File: src/rtl/spi_slave_wb.sv
`timescale 1ns/1ps
`default_nettype none
// ============================================================================
// Module      : spi_slave_wb
// Description : SPI mode-0 slave (MSB first) with a Wishbone register port.
//               SPI pins are oversampled on clk_24m through SYNC_LEN flops.
//               Registers: 0 RX data, 1 TX data, 2 STATUS, 3 reserved.
//               Optional feature macro: SPI_SLAVE_OVERRUN_EN (sticky overrun
//               flag and saturating overrun counter in STATUS).
// Revision    : 1.0 - initial release
// ============================================================================
module spi_slave_wb #(
    parameter int SYNC_LEN = 2
) (
    input  logic        clk_24m,
    input  logic        rst,
    input  logic        spi_sck,
    input  logic        spi_mosi,
    input  logic        spi_cs_n,
    output logic        spi_miso,
    output logic        spi_miso_oe,
    input  logic [1:0]  wb_addr,
    input  logic [31:0] wb_wdata,
    output logic [31:0] wb_rdata,
    input  logic        wb_we,
    input  logic        wb_cyc,
    output logic        wb_ack
);

    localparam logic [1:0] c_ADDR_RX   = 2'd0;
    localparam logic [1:0] c_ADDR_TX   = 2'd1;
    localparam logic [1:0] c_ADDR_STAT = 2'd2;
    localparam logic [7:0] c_IDLE_BYTE = 8'hFF;

    typedef enum logic [0:0] {
        IDLE = 1'b0,
        XFER = 1'b1
    } state_t;

    // Synchronizers and edge-detect history
    logic [SYNC_LEN-1:0] r_sck_sync;
    logic [SYNC_LEN-1:0] r_mosi_sync;
    logic [SYNC_LEN-1:0] r_cs_sync;
    logic                r_sck_d;
    logic                r_cs_d;
    logic                r_armed;

    // Shift engine
    state_t              r_state;
    logic [2:0]          r_bit_cnt;
    logic [6:0]          r_rx_shift;
    logic [7:0]          r_tx_shift;
    logic                r_miso_oe;

    // Host-visible registers
    logic [7:0]          r_tx_hold;
    logic                r_tx_full;
    logic [7:0]          r_rx_data;
    logic                r_rx_valid;
    logic                r_ack;
    logic [31:0]         r_rdata;

    logic                w_sck_s;
    logic                w_mosi_s;
    logic                w_cs_s;
    logic                w_sck_rise;
    logic                w_sck_fall;
    logic                w_cs_fall;
    logic                w_start;
    logic                w_byte_done;
    logic                w_tx_load;
    logic [7:0]          w_tx_next;
    logic [7:0]          w_rx_byte;
    logic                w_acc;
    logic                w_rd_rx;
    logic                w_wr_tx;
    logic                w_wr_stat;
    logic                w_drop;
    logic                w_overrun;
    logic [7:0]          w_ovr_cnt;
    logic [31:0]         w_rd_mux;

    assign w_sck_s    = r_sck_sync[SYNC_LEN-1];
    assign w_mosi_s   = r_mosi_sync[SYNC_LEN-1];
    assign w_cs_s     = r_cs_sync[SYNC_LEN-1];
    assign w_sck_rise = w_sck_s & ~r_sck_d;
    assign w_sck_fall = ~w_sck_s & r_sck_d;
    assign w_cs_fall  = r_cs_d & ~w_cs_s;

    // A frame only starts from a CS fall seen after CS was observed high,
    // so a frame already in progress at reset release is ignored.
    assign w_start     = (r_state == IDLE) & w_cs_fall & r_armed;
    assign w_byte_done = (r_state == XFER) & ~w_cs_s & w_sck_rise & (r_bit_cnt == 3'd7);
    assign w_tx_load   = w_start | w_byte_done;
    assign w_tx_next   = r_tx_full ? r_tx_hold : c_IDLE_BYTE;
    assign w_rx_byte   = {r_rx_shift, w_mosi_s};

    assign w_acc     = wb_cyc & ~r_ack;
    assign w_rd_rx   = w_acc & ~wb_we & (wb_addr == c_ADDR_RX);
    assign w_wr_tx   = w_acc & wb_we & (wb_addr == c_ADDR_TX);
    assign w_wr_stat = w_acc & wb_we & (wb_addr == c_ADDR_STAT) & wb_wdata[2];
    // A completing byte is dropped only if the held byte is not being read
    // in the same cycle; a simultaneous read frees the slot.
    assign w_drop    = w_byte_done & r_rx_valid & ~w_rd_rx;

    assign spi_miso    = r_tx_shift[7];
    assign spi_miso_oe = r_miso_oe;
    assign wb_ack      = r_ack;
    assign wb_rdata    = r_rdata;

    // Bring SPI pins into the clk_24m domain; CS chain resets low so that a
    // CS held low through reset never produces a falling edge.
    always_ff @(posedge clk_24m or posedge rst) begin
        if (rst) begin
            r_sck_sync  <= '0;
            r_mosi_sync <= '0;
            r_cs_sync   <= '0;
            r_sck_d     <= 1'b0;
            r_cs_d      <= 1'b0;
            r_armed     <= 1'b0;
        end else begin
            r_sck_sync  <= {r_sck_sync[SYNC_LEN-2:0], spi_sck};
            r_mosi_sync <= {r_mosi_sync[SYNC_LEN-2:0], spi_mosi};
            r_cs_sync   <= {r_cs_sync[SYNC_LEN-2:0], spi_cs_n};
            r_sck_d     <= w_sck_s;
            r_cs_d      <= w_cs_s;
            if (w_cs_s) begin
                r_armed <= 1'b1;
            end
        end
    end

    // Frame state machine with the receive/transmit shift registers.
    always_ff @(posedge clk_24m or posedge rst) begin
        if (rst) begin
            r_state    <= IDLE;
            r_bit_cnt  <= 3'd0;
            r_rx_shift <= '0;
            r_tx_shift <= 8'hFF;
            r_miso_oe  <= 1'b0;
        end else begin
            case (r_state)
                IDLE: begin
                    if (w_start) begin
                        r_state    <= XFER;
                        r_bit_cnt  <= 3'd0;
                        r_tx_shift <= w_tx_next;
                        r_miso_oe  <= 1'b1;
                    end
                end
                XFER: begin
                    if (w_cs_s) begin
                        // CS released: any partial byte is abandoned
                        r_state   <= IDLE;
                        r_bit_cnt <= 3'd0;
                        r_miso_oe <= 1'b0;
                    end else if (w_sck_rise) begin
                        r_rx_shift <= w_rx_byte[6:0];
                        r_bit_cnt  <= r_bit_cnt + 3'd1;
                        if (r_bit_cnt == 3'd7) begin
                            r_tx_shift <= w_tx_next;
                        end
                    end else if (w_sck_fall && (r_bit_cnt != 3'd0)) begin
                        // First bit of each byte is already on the pin
                        r_tx_shift <= {r_tx_shift[6:0], 1'b1};
                    end
                end
                default: r_state <= IDLE;
            endcase
        end
    end

    // Wishbone handshake plus the TX holding and RX data registers.
    always_ff @(posedge clk_24m or posedge rst) begin
        if (rst) begin
            r_ack      <= 1'b0;
            r_rdata    <= '0;
            r_tx_hold  <= '0;
            r_tx_full  <= 1'b0;
            r_rx_data  <= '0;
            r_rx_valid <= 1'b0;
        end else begin
            r_ack   <= w_acc;
            r_rdata <= w_acc ? w_rd_mux : 32'd0;

            // The shifter loads from the pre-write value; a write in the
            // same cycle stays pending.
            if (w_wr_tx) begin
                r_tx_hold <= wb_wdata[7:0];
                r_tx_full <= 1'b1;
            end else if (w_tx_load) begin
                r_tx_full <= 1'b0;
            end

            if (w_byte_done && (!r_rx_valid || w_rd_rx)) begin
                r_rx_data  <= w_rx_byte;
                r_rx_valid <= 1'b1;
            end else if (w_rd_rx) begin
                r_rx_valid <= 1'b0;
            end
        end
    end

`ifdef SPI_SLAVE_OVERRUN_EN
    logic       r_overrun;
    logic [7:0] r_ovr_cnt;

    // Sticky overrun flag and saturating drop counter; a drop in the same
    // cycle as a clear is still recorded.
    always_ff @(posedge clk_24m or posedge rst) begin
        if (rst) begin
            r_overrun <= 1'b0;
            r_ovr_cnt <= '0;
        end else if (w_drop) begin
            r_overrun <= 1'b1;
            if (w_wr_stat) begin
                r_ovr_cnt <= 8'd1;
            end else if (r_ovr_cnt != 8'hFF) begin
                r_ovr_cnt <= r_ovr_cnt + 8'd1;
            end
        end else if (w_wr_stat) begin
            r_overrun <= 1'b0;
            r_ovr_cnt <= '0;
        end
    end

    assign w_overrun = r_overrun;
    assign w_ovr_cnt = r_ovr_cnt;
`else
    assign w_overrun = 1'b0;
    assign w_ovr_cnt = 8'd0;
`endif

    // Register read multiplexer, sampled into wb_rdata on the acked cycle.
    always_comb begin
        w_rd_mux = 32'd0;
        case (wb_addr)
            c_ADDR_RX:   w_rd_mux = {r_rx_valid, 23'd0, r_rx_data};
            c_ADDR_TX:   w_rd_mux = {r_tx_full, 23'd0, r_tx_hold};
            c_ADDR_STAT: w_rd_mux = {16'd0, w_ovr_cnt, 4'd0, (r_state == XFER),
                                     w_overrun, r_rx_valid, r_tx_full};
            default:     w_rd_mux = 32'd0;
        endcase
    end

    // Upper write-data bits have no register behind them; the drop/clear
    // strobes are only consumed when the overrun feature is built in.
    logic w_unused;
    assign w_unused = &{1'b0, wb_wdata[31:8], w_drop, w_wr_stat};

endmodule
`default_nettype wire

File: config.mk
export PLATFORM = sky130hd
export DESIGN_NAME = spi_slave_wb
export DESIGN_NICKNAME = d
export VERILOG_FILES = /design/src/rtl/spi_slave_wb.sv
export SDC_FILE = /design/constraint.sdc
export NUM_CORES = 1
export LEC_CHECK = 0
export ABC_AREA = 1
export CELL_PAD_IN_SITES_DETAIL_PLACEMENT = 1
export CELL_PAD_IN_SITES_GLOBAL_PLACEMENT = 1
export CORE_MARGIN = 2
export CORE_UTILIZATION = 37
export CTS_CLUSTER_DIAMETER = 120
export DETAILED_ROUTE_END_ITERATION = 6
export GPL_ROUTABILITY_DRIVEN = 0
export GPL_TIMING_DRIVEN = 0
export PLACE_DENSITY_LB_ADDON = 0.1
export SYNTH_ARGS = -nofsm -noshare
export SYNTH_HDL_FRONTEND = slang
export SYNTH_SLANG_ARGS = --single-unit
export TNS_END_PERCENT = 50
File: constraint.sdc
create_clock -name clk_24m -period 5.08 [get_ports clk_24m]
set_input_delay 1.016 -clock clk_24m [delete_from_list [all_inputs] [get_ports clk_24m]]
set_output_delay 1.016 -clock clk_24m [all_outputs]
set_load 0.01 [all_outputs]
[After elaboration in Yosys (flattened, before gate mapping)]
Index checks and enable logic that the tools add are counted.
Word-level totals
  register bits: 80
  output and inout port bits: 35
Cells by class
  add/subtract/negate cells: 1
  eq/ne operators: 9
  mux-type cells: 23
  bitwise logic cells: 20
  reduce and logical (&&, ||, !) cells: 12
Operators by type and width (count)
  $pmux 32 s3: 1
  $mux 8: 6
  $mux 32: 1
  $pmux 8 s2: 1
  $and 1x1->1: 13
  $mux 3: 3
  $mux 1: 8
  $ne 2x2->1 const B: 3
  $ne 3x2->1 const B: 2
  $not 1->1: 6
  $pmux 3 s2: 1
  $pmux 1 s2: 2
  $reduce_and 2->1: 2
  $reduce_and 4->1: 1
  $reduce_bool 2->1: 2
  $add 3x1->3 const B: 1
  $eq 3x3->1 const B: 1
  $ne 3x1->1 const B: 1
  $reduce_and 3->1: 1
  $reduce_bool 3->1: 1
  $eq 2x1->1 const B: 1
  $eq 2x2->1 const B: 1
  $logic_and 1x1->1: 2
  $logic_not 2->1: 1
  3 further kinds: 3

[Logic depth before layout (Yosys ltp)]
Gate-level depths: netlist of run 1.
  word-level depth: 7
  gate-level depth with buffers: 8

[Least setup slack after synthesis of run 1]
Ideal clock, no wire load.
  path type: input to register
  start: in wb_addr[0]
  end: reg r_rx_data[0]
  library setup time: 0.117 ns
  arrival: 1.618 ns
  data required time: 4.963 ns
  path slack: 3.346 ns
  stages on the path: 6
  path buffers: 0
  cells stage by stage: nor2_4 -> nand3_1 -> nand2_4 -> nand2_4 -> nand2_1 -> nand2_1
Between the ends
  longest elaborated chain between the ends: 4
Ends and longest elaborated chain
  from (decl): RTL line 22  | input logic [1:0] wb_addr,
  $logic_not 2->1: RTL line 99  | assign w_rd_rx = w_acc & ~wb_we & (wb_addr == c_ADDR_RX);
  $and 1x1->1: RTL line 99
  $logic_or 1x1->1: RTL line 195  | if (w_byte_done && (!r_rx_valid || w_rd_rx)) begin
  $logic_and 1x1->1: RTL line 195
  to (signal assigned): RTL line 196  | r_rx_data <= w_rx_byte;
  to (decl): RTL line 58  | logic [7:0] r_rx_data;
No other way between the ends.
A chain may end at the register's enable or synchronous reset.

[Worst setup path after layout of run 1]
  start: reg r_tx_shift[7]
  end: out spi_miso
RTL lines
  from (decl): RTL line 52  | logic [7:0] r_tx_shift;
  from (signal assigned): RTL line 147  | r_tx_shift <= w_tx_next;
  from (signal assigned): RTL line 161  | r_tx_shift <= w_tx_next;
  from (signal assigned): RTL line 165  | r_tx_shift <= {r_tx_shift[6:0], 1'b1};
  to (decl): RTL line 20  | output logic spi_miso,
No word-level cell between the ends.

==> summary.md, run 1 <==
| Metric | Value |
|---|---|
| Power per cell area | `358.7 nW/um^2` |
| Net Sw Frac | `0.2677` |
| Initial core utilization | `0.3844` |
| Final Hold Fails | `0` |
| Layout area overhead | `27.06%` |
| Synth Instances | `296` |
| Final setup vio count | `0` |
| Bufs on Longest Clock Path | `2` |
| First-pass GRT wire length | `9528 um` |
| CORE AREA | `6832 um^2` |
| All-layer global routing usage | `0.1621` |
| Worst-skew pair later-pin latency | `0.33 ns` |
| Die area | `7788 um^2` |
| Drt via density | `4.333` |
| Largest net degree at the start of global routing | `34` |
| Num ports | `76` |
| Antenna viol nets, final | `0` |
| H-tree depth | `3` |
| Clock Power Share | `0.367` |
| Yosys warns | `0` |
| CTS root buf | `clkbuf_8` |
| Ant diodes | `0` |
| Setup crit start kind | `flip-flop` |
| Share of layout cells above drive strength 1 | `0.1901` |
| CTS Buf Count | `9` |
| Met3 usage | `0.05410` |
| Synth Register Bits | `57` |
| Post-cts resize count | `0` |
| Cell-internal power | `0.0008765 W` |
| Cell chain of the critical path | `clkdlybuf4s50_1` |
| Drt wl/cell | `12.14 um` |
| DRC errors left | `0` |
| FMAX | `415.9 MHz` |
| CP Buf/Inv Count | `1` |
| Mean Syn Cell Area | `8.873 um^2` |
| Setup TNS | `0 ns` |
| Critical path endpoint category | `output pin` |
| Fin crit share | `0.4733` |
| Worst slew margin | `0.6261` |
| Slowest stage delay, CP | `0.53 ns` |
| PnR worst setup slack | `2.676 ns` |
| GRT met1 Usage | `0.2155` |
| Total gr overflow | `0` |
| Total clock sinks | `57` |
| CP Class | `reg2out` |
| Met2 usage | `0.2509` |
| WL final | `5574 um` |
| Vias | `1989` |
| Worst hold path class | `reg2reg` |
| Postcts setup bufs | `0` |
| Most common cell after layout, fill and taps aside | `nand2_1` |
| Worst Max-Slew Pin Slew | `0.5600 ns` |
| Crit path arrival time | `1.39 ns` |
| Crit path max-delay cell type | `dfstp_2` |
| Worst-path clk slew | `0.06 ns` |
| RSZ-0062 raised after global routing | `no` |
| Final Critical Period | `2.404 ns` |
| Post-Place Worst Slack | `2.563 ns` |
| # rows | `30` |
| Dpl cells | `443` |
| Register area share after synthesis | `0.5469` |
| Detailed Place HPWL | `4233 um` |
| TritonRoute pass-1 iters | `4` |
| Comb pwr share | `0.160` |
| Status | `completed` |
| Non-Filler Instances | `459` |
| Post-cts hold buffer count | `0` |
| WP data required | `4.06 ns` |
| Leading cell types in the layout, fill and taps excluded | `87 x nand2_1, 49 x dfrtp_1, 40 x nand3_1` |
| Die height | `88.25 um` |
| Max VDD drop | `0.0001521 V` |
| Die X | `88.25 um` |
| Initial antenna violation count | `0` |
| DR iter-0 viols | `84` |
| Max_cap viols | `0` |
| CTS tree | `done` |
| Vias in the first global route | `2021` |
| CP delay by family, top | `flip-flops` |
| Sequential share of power | `0.473` |
| Critical Path Fanout Max | `2` |
| Busiest layer in global routing | `met2` |
| Post-Syn Area | `2626 um^2` |
| Pleak | `1.733 nW` |
| Port Buffers | `28` |
| Clk_skew | `0.007528 ns` |
| NumNets Final | `402` |
| Yosys cell types | `25` |
| Slew Limit Fails | `0` |
| Sw power | `0.0003204 W` |
metrics by stage:
step	util	power, W	cell area (um^2)	hold WS [ns]
after CTS	0.4885	0.001216	3337	0.3494
after global routing	0.4885	0.001274	3337	0.3538
after detailed placement	0.4581	0.0007700	3129	0.3363
after floorplan	-	0.0006966	2709	0.3312
final	0.4885	0.001197	3337	0.3479
after global placement	0.4551	0.0007595	3109	0.3333
routing by layer:
layer  vias to the layer above  share of wire
met5                         -              0
met4                         0          0.014
met3                         7          0.048
met2                        41           0.47
met1                       927           0.46
li1                       1014              -
area by class of cell:
cell class / count / area, um^2
Buffer: 28 / 205.2
Clock buffer: 14 / 172.7
Clock inverter: 2 / 35.03
Fill cell: 841 / 3495
Inverter: 28 / 106.4
Multi-Input combinational cell: 205 / 960.9
Sequential cell: 57 / 1436
Tap cell: 96 / 120.1
Timing Repair Buffer: 29 / 300.3
kinds of logic after synthesis:
kind of cell	count (synthesis)	synth area share
other cells	1	0.001428
simple gates	154	0.2711
buf+inv	56	0.1186
fa+ha+maj	3	0.01429
compound gates	25	0.04764
flops	57	0.5469
registers in the layout (all words and copies together), names as in the netlist:
register / flops
r_state: 1
r_tx_hold: 8
r_sck_sync: 2
r_cs_sync: 2
r_mosi_sync: 2
wb_ack: 1
r_sck_d: 1
r_rx_data: 8
r_bit_cnt: 3
r_rx_valid: 1
r_rx_shift: 7
spi_miso_oe: 1
r_armed: 1
r_tx_full: 1
wb_rdata: 9
r_cs_d: 1
r_tx_shift: 8
Yosys cell counts:
library cell	instances	area (um^2)
nand2_4	2	22.52
buf_2	2	10.01
nand2_1	87	326.6
ha_1	3	37.54
clkinv_2	1	5.000
nand3_2	2	20.02
inv_1	23	86.33
dfrtp_1	49	1226
buf_1	1	3.750
nand2_2	2	12.51
nor2_1	13	48.80
dfstp_2	8	210.2
nor2_2	1	6.260
nand3_1	40	200.2
buf_6	1	11.26
conb_1	1	3.750
o21ai_0	9	45.04
o21ai_1	5	25.02
a21oi_1	11	55.05
buf_4	24	180.2
nand4_1	1	6.260
or2_2	1	6.260
inv_2	4	15.01
nor2_4	4	45.04
nand3_4	1	17.52
power by group through the flow:
stage	Combinational [W]	Clock, W	Sequential (W)
floorplan	0.000130	0	0.000567
global placement	0.000187	0	0.000572
detailed placement	0.000195	0	0.000575
CTS	0.000196	0.000453	0.000567
global route	0.000224	0.000476	0.000574
finish	0.000192	0.000439	0.000566
worst paths after layout:
check	startpoint	end	slack [ns]	cells past startpoint
setup reg to reg	r_bit_cnt[0]$_DFFE_PP0P_	r_rx_data[0]$_DFFE_PP0P_	3.67	7
max in group asynchronous	rst	r_tx_shift[3]$_DFFE_PP1P_	3.38	3
setup / recovery	r_tx_shift[7]$_DFFE_PP1P_	spi_miso	2.68	1
hold reg to reg	r_sck_sync[0]$_DFF_PP0_	r_sck_sync[1]$_DFF_PP0_	0.35	0
hold / removal	r_sck_sync[0]$_DFF_PP0_	r_sck_sync[1]$_DFF_PP0_	0.35	0
min in group asynchronous	rst	r_mosi_sync[1]$_DFF_PP0_	1.06	2
Note: power is estimated with default switching activity, not from simulation.
==> run 2, diff against run 1 <==
Settings changed: CORE_UTILIZATION 37 to 31.
Clock period 5.08 ns to 2.2 ns, I/O delays scaled along.
==> summary.md, run 2 (same netlist as run 1, synthesis figures left out) <==
| Metric | Value |
|---|---|
| FMAX | `550.0 MHz` |
| Total gr overflow | `0` |
| Worst Hold Depth | `0` |
| Critical path endpoint category | `output pin` |
| Power per cell area | `820.4 nW/um^2` |
| Vias in the first global route | `2051` |
| Status | `completed` |
| Bufs on Longest Clock Path | `2` |
| Hold path startpoint | `r_cs_sync[0]$_DFF_PP0_` |
| R2r endpoint | `r_rx_data[7]$_DFFE_PP0P_` |
| CTS root buf | `clkbuf_8` |
| Setup crit start kind | `flip-flop` |
| Final Power | `0.002740 W` |
| Fin crit share | `0.8265` |
| Final Hold Fails | `0` |
| Sequential share of power | `0.476` |
| Post-cts resize count | `0` |
| Initial core utilization | `0.3196` |
| Met3 wire length | `307 um` |
| Met1 WL | `2693 um` |
| Worst reg2reg startpoint | `r_bit_cnt[0]$_DFFE_PP0P_` |
| Die height | `96.04 um` |
| RSZ-0062 raised after global routing | `no` |
| CP Buf/Inv Count | `1` |
| Initial antenna violation count | `0` |
| Antenna viol nets, final | `0` |
| Post-Place Worst Slack | `0.2716 ns` |
| Critical Path Fanout Max | `2` |
| Leading cell types in the layout, fill and taps excluded | `87 x nand2_1, 49 x dfrtp_1, 40 x nand3_1` |
| NumNets Final | `402` |
| Origin of the worst setup path | `r_tx_shift[7]$_DFFE_PP1P_` |
| Worst-path clk slew | `0.07 ns` |
| Sw power | `0.0007492 W` |
| Reg2reg path depth | `7` |
| Drt wl/cell | `12.11 um` |
| Cell chain of the critical path | `clkdlybuf4s50_1` |
| CTS Buf Count | `9` |
| Postcts setup bufs | `0` |
| Pleak | `1.730 nW` |
| WP data required | `1.76 ns` |
| Ant diodes | `0` |
| Final Critical Period | `1.818 ns` |
| Slew Limit Fails | `0` |
| Vias | `2002` |
| H-tree depth | `3` |
| Non-Filler Instances | `468` |
| DRC errors left | `0` |
| Drt via density | `4.278` |
| Top Metal Used | `met4` |
| Crit path arrival time | `1.38 ns` |
| Clock Power Share | `0.361` |
| # rows | `33` |
| Total clock sinks | `57` |
| First-pass GRT wire length | `9715 um` |
| Max_cap viols | `0` |
| PnR worst setup slack | `0.3817 ns` |
| WL final | `5667 um` |
| Met2 wire length | `2613 um` |
| Port Buffers | `28` |
| Final setup vio count | `0` |
| Cell-internal power | `0.001991 W` |
| Slowest stage delay, CP | `0.53 ns` |
| Net Sw Frac | `0.2734` |
| Max FFs per register | `9` |
| Detailed Place HPWL | `4192 um` |
| Crit path max-delay cell type | `dfstp_2` |
| Dpl cells | `452` |
| Num ports | `76` |
| CTS tree | `done` |
| Die area | `9224 um^2` |
| All-layer global routing usage | `0.1406` |
| Largest net degree at the start of global routing | `37` |
| Post-cts hold buffer count | `0` |
| Clk_skew | `0.007353 ns` |
| Post-layout util | `0.4064` |
| CP delay by family, top | `flip-flops` |
| DR iter-0 viols | `52` |
| Comb pwr share | `0.162` |
| TritonRoute pass-1 iters | `4` |
| Most common cell after layout, fill and taps aside | `nand2_1` |
| Worst-skew pair later-pin latency | `0.33 ns` |
| Worst R2R Setup Slack | `0.77 ns` |
| Worst hold path class | `reg2reg` |
| Layout area overhead | `27.16%` |
| CORE AREA | `8217 um^2` |
| Max VDD drop | `0.0002994 V` |
| WHS Endpoint | `r_cs_sync[1]$_DFF_PP0_` |
| Share of layout cells above drive strength 1 | `0.1901` |
| CP Class | `reg2out` |
| Die X | `96.04 um` |
-- run 2: changes by cell type in the layout (fill, tap and decap cells not counted) --
cell,change
clkinv_2,+1
clkbuf_8,-1
-- run 2: power groups by stage --
| stage | Clock, W | Combinational [W] | Sequential [W] |
|---|---|---|---|
| after floorplan | 0 | 0.000299 | 0.00131 |
| after global placement | 0 | 0.000438 | 0.00132 |
| after detailed placement | 0 | 0.000452 | 0.00133 |
| after CTS | 0.00102 | 0.000455 | 0.00131 |
| after global routing | 0.00107 | 0.000519 | 0.00132 |
| final | 0.000989 | 0.000445 | 0.00131 |
-- run 2: worst max-delay path by stage --
stage                          endpoint  slack, ns  depth (start not counted)
5_1_grt                        spi_miso       0.32                          1
3_3_place_gp      wb_rdata[2]$_DFF_PP0_      -0.75                          2
4_1_cts                        spi_miso       0.36                          1
6_report                       spi_miso       0.38                          1
2_1_floorplan       r_armed$_DFFE_PP0P_       0.37                          1
3_5_place_dp   r_rx_data[7]$_DFFE_PP0P_       0.27                          7
-- run 2: layer usage --
layer	vias to the layer above	global-route usage
li1	1023	-
met3	4	0.04542
met1	932	0.1798
met2	43	0.2211
met5	-	0
met4	0	0.05357
-- run 2: area by class of cell --
class,count,area (um^2)
Clock inverter,3,40.04
Clock buffer,13,158.9
Inverter,28,106.4
Timing Repair Buffer,29,300.3
Tap cell,105,131.4
Sequential cell,57,1436
Buffer,28,205.2
Multi-Input combinational cell,205,960.9
Fill cell,994,4877
-- run 2: per-stage QoR --
step | cell area [um^2] | hold WS [ns] | setup TNS [ns]
after floorplan | 2709 | 0.3312 | 0
after global placement | 3120 | 0.3323 | -38.11
after detailed placement | 3141 | 0.3396 | 0
after CTS | 3339 | 0.3552 | 0
after global routing | 3339 | 0.3696 | 0
final | 3339 | 0.3509 | 0
==> run 3, diff against run 2 <==
Clock period 2.2 ns to 1.65 ns, I/O delays scaled along.
==> summary.md, run 3 (same netlist as run 1, synthesis figures left out) <==
| Metric | Value |
|---|---|
| Die height | `96.04 um` |
| Setup TNS | `0 ns` |
| Bufs on Longest Clock Path | `2` |
| Post-cts hold buffer count | `0` |
| Most common cell after layout, fill and taps aside | `nand2_1` |
| Max FFs per register | `9` |
| Hold_ws | `0.3482 ns` |
| Worst reg2reg startpoint | `r_bit_cnt[0]$_DFFE_PP0P_` |
| Worst R2R Setup Slack | `0.22 ns` |
| WP data required | `1.32 ns` |
| RSZ-0062 raised after global routing | `no` |
| Worst Max-Slew Pin Slew | `0.6073 ns` |
| Slew Limit Fails | `0` |
| CP Class | `reg2out` |
| Initial core utilization | `0.3196` |
| Hold path startpoint | `r_cs_sync[0]$_DFF_PP0_` |
| Worst hold path class | `reg2reg` |
| Layout area overhead | `29.01%` |
| Ant diodes | `0` |
| Critical path endpoint category | `output pin` |
| Setup crit start kind | `flip-flop` |
| Antenna viol nets, final | `0` |
| Die X | `96.04 um` |
| Drt via density | `4.327` |
| Initial antenna violation count | `0` |
| DRC errors left | `0` |
| TritonRoute pass-1 iters | `4` |
| Detailed Place HPWL | `4104 um` |
| CTS Buf Count | `9` |
| Worst Hold Depth | `0` |
| Cell area after layout | `3388 um^2` |
| FMAX | `649.0 MHz` |
| Fill count | `974` |
| Final Hold Fails | `0` |
| R2r endpoint | `r_rx_data[5]$_DFFE_PP0P_` |
| Max_cap viols | `0` |
| Slowest stage delay, CP | `0.53 ns` |
| CP delay by family, top | `buffers and inverters` |
| Crit path max-delay cell type | `clkdlybuf4s50_1` |
| First-pass GRT wire length | `9901 um` |
| WL final | `5588 um` |
| Vias in the first global route | `2117` |
| CP Buf/Inv Count | `1` |
| Pleak | `1.751 nW` |
| Leading cell types in the layout, fill and taps excluded | `87 x nand2_1, 49 x dfrtp_1, 40 x nand3_1` |
| NumNets Final | `402` |
| Share of layout cells above drive strength 1 | `0.1956` |
| Final setup vio count | `0` |
| Max VDD drop | `0.0004347 V` |
| All-layer global routing usage | `0.1427` |
| Reg2reg path depth | `7` |
| Port Buffers | `28` |
| CTS tree | `done` |
| Num ports | `76` |
| Worst slew margin | `0.5943` |
| Final Critical Period | `1.541 ns` |
| Clk_skew | `0.009263 ns` |
| Largest net degree at the start of global routing | `58` |
| Seq. cell area | `1436 um^2` |
| Die area | `9224 um^2` |
| Drt wl/cell | `11.94 um` |
| CTS root buf | `clkbuf_8` |
| Total gr overflow | `0` |
| Power per cell area | `1159 nW/um^2` |
| H-tree depth | `3` |
| Post-layout util | `0.4124` |
| WHS Endpoint | `r_cs_sync[1]$_DFF_PP0_` |
| Crit path arrival time | `1.21 ns` |
| DR iter-0 viols | `70` |
| Worst-path clk slew | `0.07 ns` |
| Cell chain of the critical path | `clkdlybuf4s50_1` |
| Fin crit share | `0.9339` |
| Critical Path Fanout Max | `2` |
| # rows | `33` |
| Worst-skew pair later-pin latency | `0.34 ns` |
| Dpl cell area | `3124 um^2` |
| Vias | `2025` |
| Status | `completed` |
| Total clock sinks | `57` |
| Multi-input gate area | `960.9 um^2` |
| CORE AREA | `8217 um^2` |
==> run 3: cell count changes in the layout (fill, tap and decap cells not counted), sizes merged <==
cell | previous run | this run
clkbuf | 13 | 9
dlymetal6s2s | 0 | 1
clkinvlp | 0 | 3
dlygate4sd2 | 0 | 1
inv | 27 | 26
clkdlybuf4s50 | 28 | 26
bufinv | 1 | 3
==> run 3: final cells by class <==
type                            count  share of cell area
Clock inverter                      7             0.03508
Multi-Input combinational cell    205              0.2836
Clock buffer                        9             0.03656
Sequential cell                    57              0.4239
Timing Repair Buffer               29             0.08900
Buffer                             28             0.06056
Tap cell                          105             0.03877
Inverter                           28             0.03250
==> run 3: report_power, final <==
part,total [W],internal [W],switching (W)
clock network,0.00161,0.00100,0.000604
logic,0.000585,0.000243,0.000342
registers,0.00174,0.00163,0.000107
total,0.00393,0.00287,0.00105
==> run 3: layer usage <==
metal	GRT usage	up-vias	share of wire
met5	0	-	0
met4	0.06071	0	0.016
met3	0.04072	9	0.048
met2	0.2274	39	0.45
met1	0.1807	960	0.48
li1	-	1017	-
==> run 3: repair_timing <==
item | 4_1_cts | 5_1_grt
setup buffers | 0 | 0
endpoints found under the setup margin | 1 | 1
hold endpoints to repair | 0 | 0
gates resized for setup | 1 | 1
==> run 3: worst max path at each step <==
stage	cells past startpoint	slack (ns)	startpoint	to
2_1_floorplan	8	0.38	r_bit_cnt[0]$_DFFE_PP0P_	r_tx_shift[1]$_DFFE_PP1P_
3_3_place_gp	7	-0.15	wb_addr[1]	r_rx_data[7]$_DFFE_PP0P_
3_5_place_dp	7	-0.18	wb_addr[1]	r_rx_data[5]$_DFFE_PP0P_
4_1_cts	1	0.02	wb_ack$_DFF_PP0_	wb_ack
5_1_grt	7	0.04	r_bit_cnt[0]$_DFFE_PP0P_	r_tx_shift[6]$_DFFE_PP1P_
6_report	1	0.11	spi_miso_oe$_DFFE_PP0P_	spi_miso_oe
==> run 3: per-stage QoR <==
step | cells | total power (W) | setup slack, ns
after floorplan | 318 | 0.002145 | 0.3821
after global placement | 451 | 0.002346 | -0.1542
after detailed placement | 451 | 0.002365 | -0.1834
after CTS | 467 | 0.003982 | 0.02280
after global routing | 468 | 0.004187 | 0.03955
final | 468 | 0.003926 | 0.1091
